**src/rtl/riscv_pkg.sv**
```systemverilog
// Shared core types: register-index geometry and writeback arbitration enums.
// Pure declarations; no logic, no latency, no flow control.
package riscv_pkg;

    localparam int REG_IDX_W = 5;
    localparam int NUM_REGS  = 32;

    typedef enum logic {
        NORMAL = 1'b0,
        HOLD   = 1'b1
    } arb_state_e;

    typedef enum logic {
        SRC_ALU = 1'b0,
        SRC_LSU = 1'b1
    } wb_src_e;

endpackage

```
**src/rtl/riscv_rf_wb_arbiter_if.sv**
```systemverilog
// Writeback/scoreboard bundle between execute/LSU/decode and the regfile write port.
// master = pipeline side, slave = arbiter side.
interface riscv_rf_wb_arbiter_if #(
    parameter int XLEN = 32
);
    import riscv_pkg::*;

    logic                 alu_valid;
    logic [REG_IDX_W-1:0] alu_rd;
    logic [XLEN-1:0]      alu_data;
    logic                 alu_hold;

    logic                 lsu_valid;
    logic                 lsu_ready;
    logic [REG_IDX_W-1:0] lsu_rd;
    logic [XLEN-1:0]      lsu_data;

    logic                 issue_valid;
    logic [REG_IDX_W-1:0] issue_rd;

    logic [REG_IDX_W-1:0] chk_a1;
    logic [REG_IDX_W-1:0] chk_a2;
    logic [REG_IDX_W-1:0] chk_rd;
    logic                 hazard;

    logic                 rf_we;
    logic [REG_IDX_W-1:0] rf_a3;
    logic [XLEN-1:0]      rf_wd3;

    modport master (
        output alu_valid, alu_rd, alu_data,
        output lsu_valid, lsu_rd, lsu_data,
        output issue_valid, issue_rd,
        output chk_a1, chk_a2, chk_rd,
        input  alu_hold, lsu_ready, hazard,
        input  rf_we, rf_a3, rf_wd3
    );

    modport slave (
        input  alu_valid, alu_rd, alu_data,
        input  lsu_valid, lsu_rd, lsu_data,
        input  issue_valid, issue_rd,
        input  chk_a1, chk_a2, chk_rd,
        output alu_hold, lsu_ready, hazard,
        output rf_we, rf_a3, rf_wd3
    );

endinterface

```
**src/rtl/riscv_rf_wb_fifo.sv**
```systemverilog
// Synchronous FIFO for buffered load returns; head visible combinationally, one-edge push-to-head.
// full/empty are registered; push while full and pop while empty are ignored.
module riscv_rf_wb_fifo #(
    parameter int W     = 37,
    parameter int DEPTH = 2
) (
    input  logic         clk,
    input  logic         rst_n,
    input  logic         push,
    input  logic [W-1:0] push_dat,
    input  logic         pop,
    output logic [W-1:0] head_dat,
    output logic         full,
    output logic         empty
);
    localparam int PW = $clog2(DEPTH);
    localparam int CW = PW + 1;

    logic [W-1:0]  mem [DEPTH];
    logic [PW-1:0] wr_ptr;
    logic [PW-1:0] rd_ptr;
    logic [CW-1:0] count;
    logic [CW-1:0] count_nxt;
    logic          do_push;
    logic          do_pop;

    assign do_push  = push && !full;
    assign do_pop   = pop && !empty;
    assign head_dat = mem[rd_ptr];

    always_comb begin
        count_nxt = count;
        case ({do_push, do_pop})
            2'b10:   count_nxt = count + 1'b1;
            2'b01:   count_nxt = count - 1'b1;
            default: count_nxt = count;
        endcase
    end

    // Pointers wrap naturally because DEPTH is a power of two.
    always_ff @(posedge clk) begin
        if (!rst_n) begin
            wr_ptr <= '0;
            rd_ptr <= '0;
            count  <= '0;
            full   <= 1'b0;
            empty  <= 1'b1;
        end else begin
            if (do_push) wr_ptr <= wr_ptr + 1'b1;
            if (do_pop)  rd_ptr <= rd_ptr + 1'b1;
            count <= count_nxt;
            full  <= (count_nxt == CW'(DEPTH));
            empty <= (count_nxt == '0);
        end
    end

    always_ff @(posedge clk) begin
        if (do_push) mem[wr_ptr] <= push_dat;
    end

endmodule

```
**src/rtl/riscv_rf_wb_arbiter.sv**
```systemverilog
// Merges ALU writebacks and buffered LSU returns onto one registered regfile write port, tracks pending loads.
// Optional RF_ARB_PERF_EN adds conflict_cnt; lsu_ready drops on registered FIFO full, alu_hold forces an LSU slot.
module riscv_rf_wb_arbiter
    import riscv_pkg::*;
#(
    parameter int XLEN         = 32,
    parameter int FIFO_DEPTH   = 2,
    parameter int STARVE_LIMIT = 4
) (
    input  logic                  clk,
    input  logic                  rst_n,
    riscv_rf_wb_arbiter_if.slave  bus
`ifdef RF_ARB_PERF_EN
    ,
    output logic [31:0]           conflict_cnt
`endif
);
    localparam int EW = REG_IDX_W + XLEN;
    localparam int SW = $clog2(STARVE_LIMIT + 1);

    arb_state_e           state;
    arb_state_e           state_nxt;
    logic [SW-1:0]        starve_cnt;
    logic [SW-1:0]        starve_cnt_nxt;

    logic                 fifo_push;
    logic                 fifo_pop;
    logic                 fifo_full;
    logic                 fifo_empty;
    logic [EW-1:0]        fifo_head;
    logic [REG_IDX_W-1:0] head_rd;
    logic [XLEN-1:0]      head_data;

    logic                 alu_req;
    logic                 lsu_keep;
    logic                 alu_win;
    logic                 wr_en;
    wb_src_e              wr_src;
    logic [REG_IDX_W-1:0] wr_rd;
    logic [XLEN-1:0]      wr_dat;

    logic                 rf_we_q;
    wb_src_e              rf_src_q;
    logic [REG_IDX_W-1:0] rf_a3_q;
    logic [XLEN-1:0]      rf_wd3_q;
    logic                 lsu_out;

    logic [NUM_REGS-1:0]  pending;
    logic [NUM_REGS-1:0]  set_vec;
    logic [NUM_REGS-1:0]  clr_vec;

    riscv_rf_wb_fifo #(.W(EW), .DEPTH(FIFO_DEPTH)) u_fifo (
        .clk      (clk),
        .rst_n    (rst_n),
        .push     (fifo_push),
        .push_dat ({bus.lsu_rd, bus.lsu_data}),
        .pop      (fifo_pop),
        .head_dat (fifo_head),
        .full     (fifo_full),
        .empty    (fifo_empty)
    );

    assign {head_rd, head_data} = fifo_head;
    assign bus.lsu_ready = !fifo_full;
    assign bus.alu_hold  = (state == HOLD);
    assign alu_req  = bus.alu_valid && (bus.alu_rd != '0) && (state == NORMAL);
    assign lsu_keep = bus.lsu_valid && !fifo_full && (bus.lsu_rd != '0);

    always_ff @(posedge clk) begin
        if (!rst_n) begin
            state      <= NORMAL;
            starve_cnt <= '0;
        end else begin
            state      <= state_nxt;
            starve_cnt <= starve_cnt_nxt;
        end
    end

    always_comb begin
        state_nxt      = state;
        starve_cnt_nxt = starve_cnt;
        if (wr_en && wr_src == SRC_LSU)
            starve_cnt_nxt = '0;
        else if (alu_win && !fifo_empty && starve_cnt != SW'(STARVE_LIMIT - 1))
            starve_cnt_nxt = starve_cnt + 1'b1;
        case (state)
            NORMAL:  if (alu_win && !fifo_empty && starve_cnt == SW'(STARVE_LIMIT - 1))
                         state_nxt = HOLD;
            HOLD:    state_nxt = NORMAL;
            default: state_nxt = NORMAL;
        endcase
    end

    // Port owner: HOLD drains the head; otherwise ALU, then FIFO head, then cut-through beat.
    always_comb begin
        alu_win   = 1'b0;
        wr_en     = 1'b0;
        wr_src    = SRC_ALU;
        wr_rd     = bus.alu_rd;
        wr_dat    = bus.alu_data;
        fifo_pop  = 1'b0;
        fifo_push = lsu_keep;
        if (state == HOLD) begin
            wr_en    = !fifo_empty;
            wr_src   = SRC_LSU;
            wr_rd    = head_rd;
            wr_dat   = head_data;
            fifo_pop = 1'b1;
        end else if (alu_req) begin
            alu_win = 1'b1;
            wr_en   = 1'b1;
        end else if (!fifo_empty) begin
            wr_en    = 1'b1;
            wr_src   = SRC_LSU;
            wr_rd    = head_rd;
            wr_dat   = head_data;
            fifo_pop = 1'b1;
        end else if (lsu_keep) begin
            wr_en     = 1'b1;
            wr_src    = SRC_LSU;
            wr_rd     = bus.lsu_rd;
            wr_dat    = bus.lsu_data;
            fifo_push = 1'b0;
        end
    end

    always_ff @(posedge clk) begin
        if (!rst_n) begin
            rf_we_q  <= 1'b0;
            rf_src_q <= SRC_ALU;
            rf_a3_q  <= '0;
            rf_wd3_q <= '0;
        end else begin
            rf_we_q <= wr_en;
            if (wr_en) begin
                rf_src_q <= wr_src;
                rf_a3_q  <= wr_rd;
                rf_wd3_q <= wr_dat;
            end
        end
    end

    assign bus.rf_we  = rf_we_q;
    assign bus.rf_a3  = rf_a3_q;
    assign bus.rf_wd3 = rf_wd3_q;
    assign lsu_out    = rf_we_q && (rf_src_q == SRC_LSU);

    always_comb begin
        set_vec = '0;
        clr_vec = '0;
        if (bus.issue_valid) set_vec[bus.issue_rd] = 1'b1;
        if (lsu_out)         clr_vec[rf_a3_q]      = 1'b1;
    end

    // Set is applied after clear so a same-edge reissue keeps the bit; x0 is masked.
    always_ff @(posedge clk) begin
        if (!rst_n) pending <= '0;
        else        pending <= ((pending & ~clr_vec) | set_vec) & {{(NUM_REGS-1){1'b1}}, 1'b0};
    end

    assign bus.hazard = pending[bus.chk_a1] | pending[bus.chk_a2] | pending[bus.chk_rd]
                      | (lsu_out && (rf_a3_q == bus.chk_a1 || rf_a3_q == bus.chk_a2 ||
                                     rf_a3_q == bus.chk_rd));

`ifdef RF_ARB_PERF_EN
    always_ff @(posedge clk) begin
        if (!rst_n)
            conflict_cnt <= '0;
        else if (alu_win && (!fifo_empty || lsu_keep))
            conflict_cnt <= conflict_cnt + 32'd1;
    end
`endif

    hold_blocks_alu: assert property (@(posedge clk) disable iff (!rst_n)
                                      !((state == HOLD) && bus.alu_valid));

endmodule

```
**src/flat_wrapper.sv**
```systemverilog
// flat-port wrapper written by rule: the top's interface ports become plain ports
module riscv_rf_wb_arbiter_flat import riscv_pkg::*;
#(
    parameter int XLEN         = 32,
    parameter int FIFO_DEPTH   = 2,
    parameter int STARVE_LIMIT = 4
)
  (clk, rst_n, bus_alu_valid, bus_alu_rd, bus_alu_data, bus_lsu_valid, bus_lsu_rd, bus_lsu_data, bus_issue_valid, bus_issue_rd, bus_chk_a1, bus_chk_a2, bus_chk_rd, bus_alu_hold, bus_lsu_ready, bus_hazard, bus_rf_we, bus_rf_a3, bus_rf_wd3);
  riscv_rf_wb_arbiter_if #(.XLEN(XLEN)) bus_i ();
  input  logic clk;
  input  logic rst_n;
  input wire logic [$bits(bus_i.alu_valid)-1:0] bus_alu_valid;
  input wire logic [$bits(bus_i.alu_rd)-1:0] bus_alu_rd;
  input wire logic [$bits(bus_i.alu_data)-1:0] bus_alu_data;
  input wire logic [$bits(bus_i.lsu_valid)-1:0] bus_lsu_valid;
  input wire logic [$bits(bus_i.lsu_rd)-1:0] bus_lsu_rd;
  input wire logic [$bits(bus_i.lsu_data)-1:0] bus_lsu_data;
  input wire logic [$bits(bus_i.issue_valid)-1:0] bus_issue_valid;
  input wire logic [$bits(bus_i.issue_rd)-1:0] bus_issue_rd;
  input wire logic [$bits(bus_i.chk_a1)-1:0] bus_chk_a1;
  input wire logic [$bits(bus_i.chk_a2)-1:0] bus_chk_a2;
  input wire logic [$bits(bus_i.chk_rd)-1:0] bus_chk_rd;
  output wire logic [$bits(bus_i.alu_hold)-1:0] bus_alu_hold;
  output wire logic [$bits(bus_i.lsu_ready)-1:0] bus_lsu_ready;
  output wire logic [$bits(bus_i.hazard)-1:0] bus_hazard;
  output wire logic [$bits(bus_i.rf_we)-1:0] bus_rf_we;
  output wire logic [$bits(bus_i.rf_a3)-1:0] bus_rf_a3;
  output wire logic [$bits(bus_i.rf_wd3)-1:0] bus_rf_wd3;
  assign bus_i.alu_valid = bus_alu_valid;
  assign bus_i.alu_rd = bus_alu_rd;
  assign bus_i.alu_data = bus_alu_data;
  assign bus_i.lsu_valid = bus_lsu_valid;
  assign bus_i.lsu_rd = bus_lsu_rd;
  assign bus_i.lsu_data = bus_lsu_data;
  assign bus_i.issue_valid = bus_issue_valid;
  assign bus_i.issue_rd = bus_issue_rd;
  assign bus_i.chk_a1 = bus_chk_a1;
  assign bus_i.chk_a2 = bus_chk_a2;
  assign bus_i.chk_rd = bus_chk_rd;
  assign bus_alu_hold = bus_i.alu_hold;
  assign bus_lsu_ready = bus_i.lsu_ready;
  assign bus_hazard = bus_i.hazard;
  assign bus_rf_we = bus_i.rf_we;
  assign bus_rf_a3 = bus_i.rf_a3;
  assign bus_rf_wd3 = bus_i.rf_wd3;
  riscv_rf_wb_arbiter #(.XLEN(XLEN), .FIFO_DEPTH(FIFO_DEPTH), .STARVE_LIMIT(STARVE_LIMIT)) u_core (.clk(clk), .rst_n(rst_n), .bus(bus_i));
endmodule
```
**config.mk**
```make
export PLATFORM = sky130hd
export DESIGN_NAME = riscv_rf_wb_arbiter_flat
export DESIGN_NICKNAME = d
export VERILOG_FILES = /design/src/rtl/riscv_pkg.sv /design/src/rtl/riscv_rf_wb_arbiter_if.sv /design/src/rtl/riscv_rf_wb_fifo.sv /design/src/rtl/riscv_rf_wb_arbiter.sv /design/src/flat_wrapper.sv
export SDC_FILE = /design/constraint.sdc
export NUM_CORES = 1
export LEC_CHECK = 0
export BUFFER_PORTS_ARGS = -buffer_cell sky130_fd_sc_hd__buf_2
export CAP_MARGIN = 5
export CORE_ASPECT_RATIO = 1.75
export CORE_MARGIN = 10
export CORE_UTILIZATION = 56
export DETAILED_ROUTE_END_ITERATION = 16
export GPL_ROUTABILITY_DRIVEN = 0
export GPL_TIMING_DRIVEN = 0
export PLACE_DENSITY = 0.85
export SETUP_SLACK_MARGIN = 0.1
export SYNTH_ARGS = -nofsm -noshare
export SYNTH_HDL_FRONTEND = slang
export SYNTH_SLANG_ARGS = --single-unit
```
**constraint.sdc**
```tcl
create_clock -name clk -period 4.07 [get_ports clk]
set_input_delay 0.407 -clock clk [delete_from_list [all_inputs] [get_ports clk]]
set_output_delay 0.407 -clock clk [all_outputs]
set_load 0.02 [all_outputs]
```
==> impl_metrics.toml <==
[outcome]
run_status = "finished, final reports clean"

[synth]
ys_ff_latch = 155
syn-num-nets = 737
synthTopCellsByArea = "edfxtp_1, dfxtp_1, mux2i_1"
yosysMostFrequentCell = "dfxtp_1"
yosysWarnings = 0
synthCells = 635
synthArstFlopShare_pct = 0
synth_area_um2 = 7490
synth.top_cell.area_share_pct = 29.6
synth_cell_type_count = 63
yosysSeqAreaShare_pct = 51.3
syn-mean-instance-area_um2 = 11.8
synth_top_area_cell = "edfxtp_1"
synth_edf_count = 74
ys.flop_type = "dfxtp_1"
synth_commonest_cells = "dfxtp_1, edfxtp_1, mux2i_1"

[grt]
grt_pass1_wl_mm = 34.5
first_global_vias = 6722
antenna_found_initial = 2
grt_max_degree = 25
grt_overflow = 0
grt_util_all_layers_pct = 23.5

[sta]
rsz0062_at_grt = "no"
worstMarginPinSlew_ps = 1250
slew_headroom_pct = 16.7
drv_slew = 0
fin_crit_sh_pct = 70.2
fmax_mhz = 350
fin_skew_ps = 7.41
finalSetupViolCount = 0
timing.setup.tns_ps = 0
fin_crit_ps = 2860
hold_violations = 0

[final_layout]
drive_gt1_share_pct = 27.5
area_growth_pct = 20.4
instances_no_fill = 974
fillers = 927
fin_util_pct = 69.4
final_nets = 889

[place]
hpwl_mm = 16.8
portBuffers = 131
place_inst = 939

[critical_path]
reg2reg_slack_ps = 1850
required_ps = 3660
slowest_stage = "a2111oi_0"
reg2regPathDepth = 6
cp_max_fo = 10
setup.worst_path.class = "primary input to output pin"
endpoint_kind = "output pin"
cpPeakStageDelay_ps = 600
cp-start-kind = "primary input"
cp_cell_sequence = "buf_2, buf_2, mux2i_1, nor3b_1, a311o_1, a2111oi_0, nand4_1, buf_2"
path_delay_family = "compound AO/OA/AOI/OAI gates"
timing.rr.end = "u_core.bus.rf_a3[2]$_SDFFE_PN0P_"
cpMostUsedCell = "buf_2"
cp_data_arrival_time_ps = 2450
path_buf_inv = 3

[clocking]
clkTransAtPathRegs_ps = 60
cts_root_buffer = "clkbuf_16"
post_cts_buffers = 0
cts_sinks = 155
htree_levels = 4
cts_tree = "yes"
clock_latency_ps = 420
cts_buffers = 17
cts_buffer_depth = 2
ctsHoldBuffers = 0
cts_resized = 0

[die]
coreArea_um2 = 13000
pin_count = 140
initial_core_util_pct = 57.6
die_h_um = 173
dieWidth_um = 107
rows = 55
die_area_um2 = 18600

[routing]
drcViolationCount = 0
dr.pass1.iters = 6
vias = 6267
avgRoutedWirePerCell_um = 22.6
ant_nets = 0
drtIter0Drc = 525
routed_wl_mm = 22.0
viasPerCell = 6.43

[min_path]
min_path_type = "primary input to flop"
min-delay-start = "bus_lsu_data[31]"
min_to = "u_core.u_fifo.mem[1][31]$_DFFE_PP_"
hold_depth = 1

[power]
ir_drop_mv = 0.379
power_leakage_uw = 0.00332
powerDensity_nw_per_um2 = 524

[flow_run]
max_cap_viol_count = 0
-- worst max-delay path by stage --
stage / from / endpoint / slack, ps / cells past startpoint
after floorplan: bus_lsu_valid / u_core.u_fifo.mem[0][0]$_DFFE_PP_ / 1020 / 4
after global placement: bus_lsu_valid / u_core.u_fifo.mem[0][22]$_DFFE_PP_ / 8 / 5
after detailed placement: bus_chk_rd[2] / bus_hazard / 1310 / 8
after CTS: bus_chk_rd[2] / bus_hazard / 1290 / 8
after global routing: bus_chk_rd[0] / bus_hazard / 1100 / 7
final: bus_chk_rd[2] / bus_hazard / 1210 / 8
-- kinds of logic (layout without fill, tap and decap cells) --
logic type               after synthesis  in the layout  synth area share (%)
other                                  0              4                     0
AND/OR/NAND/NOR                      160            160                  11.7
XOR/XNOR                              20             20                  2.34
buffers and inverters                 55            219                  4.06
flip-flops                           155            155                  51.3
adder cells (fa/ha/maj)                3              3                 0.501
multiplexers                          75             75                  13.2
AO/OA/AOI/OAI                        167            167                  16.9
-- cells in the final DEF, fill, tap and decap left out, types with 4 or more instances in the layout --
master and n:
a21oi_1 32, xnor2_1 17, edfxtp_1 74, and3_1 7, nor2b_1 4, nor3b_1 6, nand4_1 6, nand3b_1 8
clkbuf_1 26, a211oi_1 4, o2bb2ai_1 6, inv_1 8, o21ai_0 34, mux2i_1 53, clkbuf_16 17, nor3_1 7
diode_2 4, a32o_1 31, inv_6 6, or3_1 32, buf_6 10, dfxtp_1 81, nor2_1 18, mux4_2 19
a2bb2oi_1 29, nand2_1 47, buf_4 4, buf_2 137, nand3_1 5
-- per-layer routing --
metal  global-route usage, %  wire (µm)  up-vias
li1                        -          -     2792
met2                    41.2      11800      348
met3                    6.52       1620      101
met1                    23.0       7320     3026
met5                       0          0        -
met4                    15.7       1310        0
-- power breakdown --
part           internal (µW)  switching [µW]
Sequential              1850            96.2
Combinational            498             724
Clock                    927             634
-- metrics by stage --
| step | hold slack (ps) | area [µm²] | total power, µW | worst slack (ps) |
|---|---|---|---|---|
| after CTS | 178 | 9020 | 4730 | 1290 |
| after floorplan | 440 | 7490 | 2770 | 1020 |
| final | 186 | 9030 | 4730 | 1210 |
| after global routing | 179 | 9020 | 4900 | 1100 |
| after global placement | 447 | 8360 | 3110 | 8.08 |
| after detailed placement | 450 | 8430 | 3180 | 1310 |
-- layout make-up --
| cell class | instances | area (µm²) | share of cell area, % |
|---|---|---|---|
| Antenna cell | 4 | 10.0 | 0.111 |
| Buffer | 46 | 270 | 2.99 |
| Clock buffer | 20 | 447 | 4.95 |
| Clock inverter | 11 | 135 | 1.50 |
| Inverter | 9 | 33.8 | 0.374 |
| Multi-Input combinational cell | 425 | 3360 | 37.2 |
| Sequential cell | 155 | 3840 | 42.6 |
| Tap cell | 171 | 214 | 2.37 |
| Timing Repair Buffer | 133 | 711 | 7.87 |
-- flip-flops by register name (all words and copies together), names as in the netlist, named ones only --
name,flops
u_core.u_fifo.mem,74
u_core.u_fifo.empty,1
u_core.bus.rf_a3,5
u_core.starve_cnt,3
u_core.pending,31
u_core.u_fifo.count,2
u_core.bus.alu_hold,1
u_core.bus.rf_wd3,32
u_core.u_fifo.wr_ptr,1
u_core.u_fifo.full,1
u_core.rf_src_q,1
u_core.u_fifo.rd_ptr,1
u_core.bus.rf_we,1
Note: power is estimated with default switching activity, not from simulation.
